$ cat src/rtl/gol_gen_scheduler_pkg.sv
// Shared definitions for the Game-of-Life generation scheduler: state encoding,
// write-back offset and the grid-height legality check.
package gol_gen_scheduler_pkg;

   typedef enum logic [2:0] {
      ST_IDLE,
      ST_WAIT_TICK,
      ST_READ,
      ST_DRAIN,
      ST_FLIP
   } state_t;

   // First write-back happens this many cycles after the first read of a generation.
   localparam int WR_START     = 4;
   localparam int DRAIN_CYCLES = 2;

   function automatic bit rows_legal(input int rows);
      return rows >= 3;
   endfunction

endpackage

$ cat src/rtl/gol_row_addr_gen.sv
// Modulo-ROWS read and write row address counters; the read counter starts at
// ROWS-1 so the window is primed with the wrap-around row above row 0.
module gol_row_addr_gen #(
   parameter int ROWS   = 16,
   parameter int ROW_AW = $clog2(ROWS)
) (
   input  logic              i_clk,
   input  logic              i_rst_n,
   input  logic              i_clear,
   input  logic              i_rd_adv,
   input  logic              i_wr_adv,
   output logic [ROW_AW-1:0] o_rd_addr,
   output logic [ROW_AW-1:0] o_wr_addr
);

   localparam logic [ROW_AW-1:0] LAST = ROW_AW'(ROWS - 1);

   logic [ROW_AW-1:0] r_rd;
   logic [ROW_AW-1:0] r_wr;

   function automatic logic [ROW_AW-1:0] wrap_inc(input logic [ROW_AW-1:0] a);
      return (a == LAST) ? '0 : a + ROW_AW'(1);
   endfunction

   always_ff @(posedge i_clk or negedge i_rst_n) begin
      if (!i_rst_n) begin
         r_rd <= LAST;
         r_wr <= '0;
      end else if (i_clear) begin
         r_rd <= LAST;
         r_wr <= '0;
      end else begin
         if (i_rd_adv) r_rd <= wrap_inc(r_rd);
         if (i_wr_adv) r_wr <= wrap_inc(r_wr);
      end
   end

   // Addresses read as zero whenever their strobe is low.
   assign o_rd_addr = i_rd_adv ? r_rd : '0;
   assign o_wr_addr = i_wr_adv ? r_wr : '0;

endmodule

$ cat src/rtl/gol_gen_scheduler.sv
// Sequences one Game-of-Life generation: row reads, window shifts, write-backs
// and the ping-pong bank flip, with run/step/stop control and tick pacing.
module gol_gen_scheduler
   import gol_gen_scheduler_pkg::*;
#(
   parameter int ROWS   = 16,
   parameter int ROW_AW = $clog2(ROWS),
   parameter int GEN_W  = 16
) (
   input  logic              i_clk,
   input  logic              i_rst_n,
   input  logic              i_start,
   input  logic              i_step,
   input  logic              i_stop,
   input  logic              i_tick,
   input  logic [GEN_W-1:0]  i_gen_limit,
   output logic              o_rd_en,
   output logic [ROW_AW-1:0] o_rd_addr,
   output logic              o_win_shift,
   output logic              o_wr_en,
   output logic [ROW_AW-1:0] o_wr_addr,
   output logic              o_cur_bank,
   output logic              o_busy,
   output logic              o_running,
   output logic              o_gen_done,
   output logic [GEN_W-1:0]  o_gen_count
);

   if (!rows_legal(ROWS)) begin : g_rows_check
      $error("gol_gen_scheduler: ROWS must be >= 3");
   end

   localparam int              CNT_W      = $clog2(ROWS + 2);
   localparam logic [CNT_W-1:0] READ_LAST  = CNT_W'(ROWS + 1);
   localparam logic [CNT_W-1:0] DRAIN_LAST = CNT_W'(DRAIN_CYCLES - 1);
   localparam logic [CNT_W-1:0] WR_FIRST   = CNT_W'(WR_START);

   state_t             r_state;
   state_t             w_next;
   logic [CNT_W-1:0]   r_cnt;
   logic               r_win_shift;
   logic               r_cur_bank;
   logic               r_running;
   logic               r_stop_seen;
   logic [GEN_W-1:0]   r_gen_count;
   logic [GEN_W-1:0]   r_run_cnt;
   logic [GEN_W-1:0]   w_run_next;
   logic               w_flip_stop;
   logic               w_rd_en;
   logic               w_wr_en;

   assign w_run_next = r_run_cnt + GEN_W'(1);
   // A stop arriving in the FLIP cycle itself still ends the run.
   assign w_flip_stop = !r_running || r_stop_seen || i_stop ||
                        ((i_gen_limit != '0) && (w_run_next == i_gen_limit));

   always_comb begin
      w_next = r_state;
      case (r_state)
         ST_IDLE: begin
            if (!i_stop) begin
               if (i_step)       w_next = ST_READ;
               else if (i_start) w_next = ST_WAIT_TICK;
            end
         end
         ST_WAIT_TICK: begin
            if (i_stop)      w_next = ST_IDLE;
            else if (i_tick) w_next = ST_READ;
         end
         ST_READ:  if (r_cnt == READ_LAST)  w_next = ST_DRAIN;
         ST_DRAIN: if (r_cnt == DRAIN_LAST) w_next = ST_FLIP;
         ST_FLIP:  w_next = w_flip_stop ? ST_IDLE : ST_WAIT_TICK;
         default:  w_next = ST_IDLE;
      endcase
   end

   always_ff @(posedge i_clk or negedge i_rst_n) begin
      if (!i_rst_n) begin
         r_state     <= ST_IDLE;
         r_cnt       <= '0;
         r_win_shift <= 1'b0;
         r_cur_bank  <= 1'b0;
         r_running   <= 1'b0;
         r_stop_seen <= 1'b0;
         r_gen_count <= '0;
         r_run_cnt   <= '0;
      end else begin
         r_state     <= w_next;
         r_cnt       <= (w_next != r_state) ? '0 : r_cnt + CNT_W'(1);
         r_win_shift <= w_rd_en;
         case (r_state)
            ST_IDLE: begin
               if (!i_stop && !i_step && i_start) begin
                  r_running <= 1'b1;
                  r_run_cnt <= '0;
               end
            end
            ST_WAIT_TICK: if (i_stop) r_running <= 1'b0;
            ST_READ, ST_DRAIN: if (i_stop) r_stop_seen <= 1'b1;
            ST_FLIP: begin
               r_cur_bank  <= ~r_cur_bank;
               r_gen_count <= r_gen_count + GEN_W'(1);
               r_stop_seen <= 1'b0;
               if (r_running)   r_run_cnt <= w_run_next;
               if (w_flip_stop) r_running <= 1'b0;
            end
            default: ;
         endcase
      end
   end

   assign w_rd_en = (r_state == ST_READ);
   assign w_wr_en = ((r_state == ST_READ) && (r_cnt >= WR_FIRST)) || (r_state == ST_DRAIN);

   gol_row_addr_gen #(
      .ROWS   (ROWS),
      .ROW_AW (ROW_AW)
   ) u_addr (
      .i_clk     (i_clk),
      .i_rst_n   (i_rst_n),
      .i_clear   (!(w_rd_en || (r_state == ST_DRAIN))),
      .i_rd_adv  (w_rd_en),
      .i_wr_adv  (w_wr_en),
      .o_rd_addr (o_rd_addr),
      .o_wr_addr (o_wr_addr)
   );

   assign o_rd_en     = w_rd_en;
   assign o_win_shift = r_win_shift;
   assign o_wr_en     = w_wr_en;
   assign o_cur_bank  = r_cur_bank;
   assign o_busy      = (r_state == ST_READ) || (r_state == ST_DRAIN) || (r_state == ST_FLIP);
   assign o_running   = r_running;
   assign o_gen_done  = (r_state == ST_FLIP);
   assign o_gen_count = r_gen_count;

endmodule

$ cat config.mk
export PLATFORM = sky130hd
export DESIGN_NAME = gol_gen_scheduler
export DESIGN_NICKNAME = d
export VERILOG_FILES = /design/src/rtl/gol_gen_scheduler_pkg.sv /design/src/rtl/gol_row_addr_gen.sv /design/src/rtl/gol_gen_scheduler.sv
export SDC_FILE = /design/constraint.sdc
export NUM_CORES = 1
export LEC_CHECK = 0
export ABC_CLOCK_PERIOD_IN_PS = 4300
export CAP_MARGIN = 20
export CORE_ASPECT_RATIO = 2
export CORE_MARGIN = 4
export CORE_UTILIZATION = 41
export DETAILED_ROUTE_END_ITERATION = 7
export PLACE_DENSITY = 0.7
export SLEW_MARGIN = 0
export SYNTH_ARGS = -nofsm -noshare
export SYNTH_HDL_FRONTEND = slang
export SYNTH_SLANG_ARGS = --single-unit
$ cat constraint.sdc
create_clock -name i_clk -period 4.3 [get_ports i_clk]
set_input_delay 1.075 -clock i_clk [delete_from_list [all_inputs] [get_ports i_clk]]
set_output_delay 1.075 -clock i_clk [all_outputs]
set_load 0.02 [all_outputs]
==> impl_results.md, run 1 <==
- Type of element launching the critical path: register
- Worst slew margin relative to its limit: 0.570
- Die width: just over 70 µm
- Crit path buffers/inverters: 1
- Net switching share of the total power: 0.412
- Clock skew after layout: 0.00513 ns
- 1st-iter DRT viols: between 100 and 150
- Core Box Area: between 7000 and 8000 µm²
- Per-instance average area after synthesis: roughly 9.4 µm²
- Clock buffer depth: 2
- Detailed Routing Iterations Pass 1: 4
- Total count of hold-check failures in the final report: 0
- Clock Sink Count: 52
- CP max-delay cell: sky130_fd_sc_hd__or4_1
- Delay-heaviest family, CP: simple AND/OR/NAND/NOR gates
- Worst Setup Slack post-DPL: 1.17 ns
- Main flop type after synthesis: sky130_fd_sc_hd__dfrtp_1
- Register share of total power: 0.423
- Post-detailed-placement half-perimeter wirelength: approximately 5.9 mm
- Final Critical Period: ~3.4 ns
- Global-route total usage across every layer: 0.169
- Total congestion overflow after global routing: 0
- Placer Congestion: 0.831
- Synthesized netlist net count: 375
- Switching pwr: just under 900 µW
- Wire length of the first global-routing pass: 13.2 mm
- Post-route setup TNS: 0 ns
- Post-CTS Setup Bufs: 0
- Library cell used as clock root buffer: sky130_fd_sc_hd__clkbuf_16
- Largest fanout of any net on the critical path: 16
- Pwr/cell area: ~550 nW/µm²
- Chain of cells forming the critical path: or4_1, and3_1, clkdlybuf4s50_1
- Setup violation total in the final timing report: 0
- Most common cell after layout, fill and taps aside: sky130_fd_sc_hd__clkdlybuf4s50_1
- Number of standard cells in the final layout excluding fillers: 482
- Ports: 53
- Maximum number of pins on one net before global-route repair: 32
- Worst skew pair latency: about 0.29 ns
- Seq/Total Area, Yosys: 0.400
- Number of buffer cells added on primary ports: 52
- Critical path capture point type: output port
- Placed Instances: 474
- Commonest cells after routing, fill and taps aside: sky130_fd_sc_hd__clkdlybuf4s50_1 (51), sky130_fd_sc_hd__dfrtp_1 (48), sky130_fd_sc_hd__nand2_1 (33)
- Drt total wl: between 7 and 8 mm
- Power share of the combinational group: 0.398
- Ratio of final minimum period to clock period: 0.792
- Relative contribution of the clock network to total power: 0.180
- Max_cap viols: 0
- Initial cell density of the core: 0.427
- Synthesis-stage register bit count: 52
- Inserted Clock Buffers: 5
- Count of synthesis-stage warnings from yosys: 0
- Overall die height: about 130 µm
- CTS HTree Levels: 2
- Total power after layout: about 2.2 mW
- Final net count: about 420
- Classification of the worst setup path: reg -> out
- Slowest stage delay, CP: ~0.7 ns
- Ys async rst share: 1.00
- Clock tree from TritonCTS: built
- Leakage: roughly 1.6 nW
- Clock transition at the register clock pins on the worst setup and hold paths after CTS: 0.07 ns
- Library cells used by synthesis: between 60 and 70
- Share of post-route cells with drive strength above 1: 0.0876
- Number of DRC violations after detailed routing: 0
- Count of nets left with antenna violations after detail routing: 0
- Syn Std Cell Area: roughly 3300 µm²
- Worst vdd ir: about 0.0005 V
- Result of the run: finished, final reports clean
- N_diodes: 0
- Initial antenna violation count: 0
- Area growth syn-to-layout: 20.6%
- Max frequency: 294 MHz
- Actual slew at the worst max-slew pin: ~0.64 ns
- Die footprint: 9550 µm²
- Number of rows created at floorplan: 45
- Via count of the first global-routing pass: between 2,000 and 3,000
- Unrepaired setup endpoints after global routing: false
- Signal arrival time at the worst endpoint: 2.33 ns
- Wire length per cell after detailed routing: 16.3 µm
- Fin Hold WS: around 0.47 ns
- Hold_buf cts: 0
- Hold WC Path Type: reg -> reg
- Post-Syn Instances: 346
- Final Max Tran Viols: 0
- Internal power of the cells: 1.28 mW
- Total number of vias: roughly 2,700
- Post-cts sizing count: 0
- Req. time, crit path: between 3 and 4 ns
- Ratio of routed vias to standard cells: about 5.7
- Minimum setup slack in the final design: 0.896 ns
- EDFF count, synth: 0
-- per-stage QoR --
stage	utilization	area [µm²]
2_1_floorplan	-	3270
4_1_cts	0.515	3940
3_5_place_dp	0.496	3800
5_1_grt	0.515	3940
6_report	0.515	3940
3_3_place_gp	0.496	3800
-- per-layer routing --
metal / GRT usage / wire length (µm) / share of wire
met1: 0.182 / 3020 / 0.38
met2: 0.316 / 4440 / 0.56
met3: 0.0330 / 282 / 0.036
met4: 0.0628 / 122 / 0.016
met5: 0 / 0 / 0
-- sequential cells by signal, indices dropped and copies added (netlist names) --
signal,count
o_cur_bank,1
o_gen_count,16
o_running,1
o_win_shift,1
r_cnt,5
r_run_cnt,16
r_state,3
r_stop_seen,1
u_addr.r_rd,4
u_addr.r_wr,4
-- worst reg2reg max path: cells and delay by family (launching register included) --
kind	cells	cell delay, ns
simple gates	3	1.03
compound gates	3	0.47
flops	1	0.54
fa+ha+maj	1	0.37
-- logic make-up (layout without fill, tap and decap cells) --
group	Yosys count	in the layout	synth area share
fa+ha+maj	7	7	0.0268
flops	52	52	0.400
mux	4	4	0.0130
xor+xnor	39	39	0.107
buf+inv	24	66	0.0409
compound gates	75	75	0.152
simple gates	145	145	0.261
-- power by group through the flow --
stage / Clock (mW) / Sequential [mW] / Combinational (mW)
after global placement: 0 / 0.913 / 0.844
after global routing: 0.425 / 0.950 / 0.960
after CTS: 0.406 / 0.914 / 0.874
after detailed placement: 0 / 0.921 / 0.866
after floorplan: 0 / 0.807 / 0.728
final: 0.390 / 0.918 / 0.864
-- synth_stat cells, drive strengths merged, types with 4 or more instances --
cell / count / share of area
o31ai: 7 / 0.018
nand3: 15 / 0.030
and3: 8 / 0.015
nor4: 11 / 0.034
nor2: 28 / 0.033
xor2: 20 / 0.056
dfstp: 4 / 0.032
clkbuf: 8 / 0.0092
nand2: 35 / 0.042
nor3: 8 / 0.015
nand4: 9 / 0.022
buf: 12 / 0.027
dfrtp: 48 / 0.37
xnor2: 19 / 0.051
and2: 6 / 0.011
a21oi: 13 / 0.020
o21ai: 27 / 0.041
a31oi: 4 / 0.0096
ha: 7 / 0.027
nor2b: 6 / 0.011
inv: 4 / 0.0046
-- final timing paths --
check	slack (ns)	end	depth (start not counted)	start
setup / recovery	0.90	o_wr_addr[1]	3	r_state[0]
setup reg to reg	1.76	o_running	7	r_run_cnt[0]
min in group asynchronous	0.73	o_win_shift	1	i_rst_n
max in group asynchronous	2.75	u_addr.r_rd[2]	2	i_rst_n
hold reg to reg	0.47	o_gen_count[15]	1	o_gen_count[15]
hold / removal	0.47	o_gen_count[15]	1	o_gen_count[15]
-- final cells by class --
cell class,count,area (µm²)
fill,770,3710
multi-input combinational,270,1830
sequential,52,1310
timing repair buffer,54,531
clock buffer,6,129
tap,94,118
clock inverter,2,16.3
inverter,4,15.0
Note: power is estimated with default switching activity, not from simulation.
==> run 2, diff against run 1 <==
- ABC_CLOCK_PERIOD_IN_PS: 4300 -> 3300
- clock period: 4.3 -> 3.3 ns (I/O delays scaled with it)
==> impl_results.md, run 2 (same netlist as run 1, synthesis figures left out) <==
- Post-route setup TNS: 0 ns
- Total number of vias: 2,747
- Max_cap viols: 0
- Hold_buf cts: 0
- Worst vdd ir: 0.000473 V
- Die footprint: between 9000 and 10,000 µm²
- Actual slew at the worst max-slew pin: around 0.66 ns
- Type of element launching the critical path: register
- Maximum number of pins on one net before global-route repair: 31
- Wire length of the first global-routing pass: between 10 and 15 mm
- Slowest stage delay, CP: approximately 0.6 ns
- Setup violation total in the final timing report: 0
- Worst Setup Slack post-DPL: between 0.4 and 0.5 ns
- Detailed Routing Iterations Pass 1: 4
- Count of nets left with antenna violations after detail routing: 0
- Post-cts sizing count: 0
- Unrepaired setup endpoints after global routing: false
- Global-route total usage across every layer: 0.171
- Total count of hold-check failures in the final report: 0
- Initial antenna violation count: 0
- Die width: between 70 and 80 µm
- 1st-iter DRT viols: around 190
- Placer Congestion: ~0.9
- Clock buffer depth: 2
- Total power after layout: 2.85 mW
- Total congestion overflow after global routing: 0
- Clock tree from TritonCTS: built
- Leakage: 1.61 nW
- Drt total wl: approximately 7.8 mm
- Post-CTS Setup Bufs: 0
- Pwr/cell area: 719 nW/µm²
- Minimum setup slack in the final design: 0.172 ns
- Wire length per cell after detailed routing: between 15 and 20 µm
- Share of post-route cells with drive strength above 1: 0.0946
- CTS HTree Levels: 2
- Chain of cells forming the critical path: nand2_1, nor2_1, and2_1, clkdlybuf4s50_1
- Ports: between 50 and 60
- Max frequency: between 300 and 400 MHz
- Via count of the first global-routing pass: around 2,800
- End-of-flow core utilization: 0.518
- Signal arrival time at the worst endpoint: about 2.3 ns
- Largest fanout of any net on the critical path: 12
- Initial cell density of the core: 0.427
- Area growth syn-to-layout: 21.3%
- Clock Sink Count: between 50 and 60
- Req. time, crit path: about 2.5 ns
- Worst slew margin relative to its limit: 0.557
- N_diodes: 0
- Clock skew after layout: approximately 0.0036 ns
- Worst skew pair latency: ~0.29 ns
- Library cell used as clock root buffer: sky130_fd_sc_hd__clkbuf_16
- Hold WC Path Type: reg -> reg
- CP max-delay cell: sky130_fd_sc_hd__clkdlybuf4s50_1
- Overall die height: roughly 130 µm
- Classification of the worst setup path: reg -> out
- Number of rows created at floorplan: 45
- Ratio of final minimum period to clock period: 0.948
- Commonest cells after routing, fill and taps aside: sky130_fd_sc_hd__clkdlybuf4s50_1 (51), sky130_fd_sc_hd__dfrtp_1 (48), sky130_fd_sc_hd__nand2_1 (33)
- Inserted Clock Buffers: 5
- Final Critical Period: between 3 and 4 ns
- Clock transition at the register clock pins on the worst setup and hold paths after CTS: approximately 0.07 ns
- Critical path capture point type: output port
- Ratio of routed vias to standard cells: 5.66
- Result of the run: finished, final reports clean
- Number of buffer cells added on primary ports: between 50 and 60
- Final net count: 419
- Final Max Tran Viols: 0
- Post-detailed-placement half-perimeter wirelength: roughly 5.9 mm
- Core Box Area: approximately 7700 µm²
- Most common cell after layout, fill and taps aside: sky130_fd_sc_hd__clkdlybuf4s50_1
- Number of DRC violations after detailed routing: 0
[run 2: changes by cell type in the layout (fill, tap and decap cells not counted), sizes merged]
cell / change
buf: +3
[run 2: stage by stage]
stage / std cells / hold slack (ns) / cell area [µm²]
after floorplan: 346 / 0.473 / 3270
after global placement: 477 / 0.459 / 3820
after CTS: 485 / 0.476 / 3970
after detailed placement: 477 / 0.463 / 3820
after global routing: 485 / 0.494 / 3970
final: 485 / 0.469 / 3970
[run 2: area by class of cell]
type | instances | area (µm²)
Inverter | 4 | 15.0
Fill cell | 756 | 3690
Tap cell | 94 | 118
Clock buffer | 6 | 129
Sequential cell | 52 | 1310
Multi-Input combinational cell | 270 | 1830
Clock inverter | 2 | 16.3
Timing Repair Buffer | 57 | 553
[run 2: power breakdown]
group / total (mW) / internal [mW] / switching [mW]
combinational: 1.16 / 0.558 / 0.605
clock: 0.511 / 0.283 / 0.228
sequential: 1.18 / 0.841 / 0.337
[run 2: routing by layer]
| layer | share of wire | vias up | global-route usage |
|---|---|---|---|
| li1 | - | 1330 | - |
| met1 | 0.38 | 1335 | 0.183 |
| met2 | 0.55 | 62 | 0.307 |
| met3 | 0.040 | 20 | 0.0360 |
| met4 | 0.034 | 0 | 0.0847 |
| met5 | 0 | - | 0 |
[run 2: path summary, 6_finish.rpt]
path	startpoint	end	slack [ns]	depth (start not counted)
max reg2reg	r_run_cnt[0]	o_running	0.74	7
max	r_state[1]	o_rd_addr[2]	0.17	4
max in group asynchronous	i_rst_n	u_addr.r_rd[1]	2.05	2
min in group asynchronous	i_rst_n	o_gen_count[1]	0.56	1
min reg2reg	o_gen_count[15]	o_gen_count[15]	0.47	1
min	o_gen_count[15]	o_gen_count[15]	0.47	1
[run 2: critical path: cells and delay by family, from the launching register on]
family	cells	cell delay, ns
buffers and inverters	1	0.60
DFF	1	0.54
and+or+nand+nor	3	0.86
==> edit, RTL diff (config.mk and constraints of run 2) <==
Add an input register stage for `i_start`, `i_step`, `i_stop`, `i_tick` and `i_gen_limit`, without a reset; this delays them by one clock.
--- a/src/rtl/gol_gen_scheduler.sv
+++ b/src/rtl/gol_gen_scheduler.sv
@@ -27,4 +27,18 @@
 );
 
+   logic i_start_q;
+   logic i_step_q;
+   logic i_stop_q;
+   logic i_tick_q;
+   logic [GEN_W-1:0] i_gen_limit_q;
+
+   always_ff @(posedge i_clk) begin
+      i_start_q     <= i_start;
+      i_step_q      <= i_step;
+      i_stop_q      <= i_stop;
+      i_tick_q      <= i_tick;
+      i_gen_limit_q <= i_gen_limit;
+   end
+
    if (!rows_legal(ROWS)) begin : g_rows_check
       $error("gol_gen_scheduler: ROWS must be >= 3");
@@ -52,6 +66,6 @@
    assign w_run_next = r_run_cnt + GEN_W'(1);
    // A stop arriving in the FLIP cycle itself still ends the run.
-   assign w_flip_stop = !r_running || r_stop_seen || i_stop ||
-                        ((i_gen_limit != '0) && (w_run_next == i_gen_limit));
+   assign w_flip_stop = !r_running || r_stop_seen || i_stop_q ||
+                        ((i_gen_limit_q != '0) && (w_run_next == i_gen_limit_q));
 
    always_comb begin
@@ -59,12 +73,12 @@
       case (r_state)
          ST_IDLE: begin
-            if (!i_stop) begin
-               if (i_step)       w_next = ST_READ;
-               else if (i_start) w_next = ST_WAIT_TICK;
+            if (!i_stop_q) begin
+               if (i_step_q)       w_next = ST_READ;
+               else if (i_start_q) w_next = ST_WAIT_TICK;
             end
          end
          ST_WAIT_TICK: begin
-            if (i_stop)      w_next = ST_IDLE;
-            else if (i_tick) w_next = ST_READ;
+            if (i_stop_q)      w_next = ST_IDLE;
+            else if (i_tick_q) w_next = ST_READ;
          end
          ST_READ:  if (r_cnt == READ_LAST)  w_next = ST_DRAIN;
@@ -91,11 +105,11 @@
          case (r_state)
             ST_IDLE: begin
-               if (!i_stop && !i_step && i_start) begin
+               if (!i_stop_q && !i_step_q && i_start_q) begin
                   r_running <= 1'b1;
                   r_run_cnt <= '0;
                end
             end
-            ST_WAIT_TICK: if (i_stop) r_running <= 1'b0;
-            ST_READ, ST_DRAIN: if (i_stop) r_stop_seen <= 1'b1;
+            ST_WAIT_TICK: if (i_stop_q) r_running <= 1'b0;
+            ST_READ, ST_DRAIN: if (i_stop_q) r_stop_seen <= 1'b1;
             ST_FLIP: begin
                r_cur_bank  <= ~r_cur_bank;
Check against the original RTL: not equivalent (Yosys sat finds a counterexample within 4 cycles, from zero or initial values and one cycle with i_rst_n low).
==> edit against run 2 <==
Register-to-register slack better by 0.10 ns. Worst setup slack better by 0.11 ns. Fmax is 3.5% higher. Synthesized area is 6.4% higher. First-iteration DRC count is 27% higher. Cell area is 11% higher. Sequential cell count is 20 higher. Routed wire length is 0.64% lower. Total power is 0.43% higher. Largest cell class is now flip-flops and latches.
==> edit: results (changes against run 2) <==
routing:
  drtIter0Drc: 235  # +27%
  drt_wl_total_um: 7750  # -0.64%
  wl_met2_um: 4270  # +0.23%
  wl_met3_um: 377  # +21%
  viasPerCell: 5.46  # -3.5%
power_and_ir_drop:
  p_leak_nw: 1.83  # +14%
  p_sw_frac: 0.304  # -0.106
  p_comb_frac: 0.260  # -0.148
  p_seq_mw: 1.13  # -4%
  ir_drop_mv: 0.297  # -37%
sta:
  worst_slew_pin_slew_ns: 0.657  # -0.00688 ns
  skew_ns: 0.00811  # +0.00451 ns
cts:
  cts_inserted_buffers: 9  # +4
  ctsHtreeMaxLevel: 3  # +1
critical_path:
  critPathMaxFanout: 10  # -2
  path_delay_family: "simple AND/OR/NAND/NOR gates"
  worstPathArrival_ns: 2.20  # -0.10 ns
  crit_slowest_cell: "clkdlybuf4s50_1"
yosys:
  synthTopCellsByCount: "dfrtp_1 (48), nand2_1 (38), nor2_1 (35), o21ai_0 (29), xnor2_1 (27)"
  yosysSeqAreaShare: 0.491  # +0.0913
  netlist_top_cells_area: "dfrtp_1 (35%), dfxtp_1 (12%), xnor2_1 (6.8%)"
  async_reset_ff_frac: 0.722  # -0.278
  syn_nets: 392  # +4.5%
place:
  io_buffers: 52  # unchanged
  dpl.hpwl_um: 5630  # -4.9%
  dpl_cell_area_um2: 4070  # +6.5%
  gp_congestion: 0.877  # -0.23%
finish:
  fin_nets: 445  # +6.2%
global_routing:
  track_usage: 0.167  # -0.00381
  grt_pass1_vias: 2785  # -1.1%
  grt.met3_usage: 0.0400  # +0.00396
  grt_first_pass_wirelength_um: 13200  # +0.37%
  grt_util_met1: 0.173  # -0.00993
  grt_max_degree: 53  # +71%
status:
  status: "finished, final reports clean"
## edit: changes by cell type after synthesis, sizes merged, moves of 3 or more
cell,before,now
xor2,20,15
clkbuf,8,4
nor2b,6,3
and2,6,11
nand2,35,38
xnor2,19,27
nand4,9,13
nor2,28,35
nand2b,2,5
and4,3,0
dfxtp,0,20
## edit: area by class of cell
type	count	area, um2
Sequential cell	72	1710
Tap cell	98	123
Clock buffer	11	253
Multi-Input combinational cell	271	1680
Timing Repair Buffer	56	546
Clock inverter	5	55.1
Fill cell	757	3910
Inverter	6	22.5
## edit: path summary, 6_finish.rpt
check | start | endpoint | slack (ns) | depth (start not counted)
setup reg to reg | r_run_cnt[0] | r_state[0] | 0.84 | 7
max in group asynchronous | i_rst_n | r_run_cnt[12] | 2.25 | 2
setup / recovery | r_state[2] | o_rd_addr[2] | 0.28 | 4
hold / removal | o_cur_bank | o_cur_bank | 0.46 | 1
hold reg to reg | o_cur_bank | o_cur_bank | 0.46 | 1
min in group asynchronous | i_rst_n | u_addr.r_wr[1] | 0.61 | 2
## edit: cells by family (layout without fill, tap and decap cells)
kind of cell | count (synthesis) | after routing | share of synthesized area
buffers and inverters | 20 | 78 | 0.0281
adder cells (fa/ha/maj) | 7 | 7 | 0.0252
AND/OR/NAND/NOR | 161 | 161 | 0.242
AO/OA/AOI/OAI | 59 | 59 | 0.102
flip-flops | 72 | 72 | 0.491
multiplexers | 2 | 2 | 0.00612
XOR/XNOR | 42 | 42 | 0.106
## edit: per-stage QoR
stage	std cells	setup WS (ns)	power [mW]	util
floorplan	363	0.983	1.59	-
global placement	503	0.693	1.86	0.491
detailed placement	503	0.588	1.89	0.491
CTS	519	0.211	2.89	0.528
global route	519	0.0717	3.05	0.529
finish	519	0.277	2.86	0.529
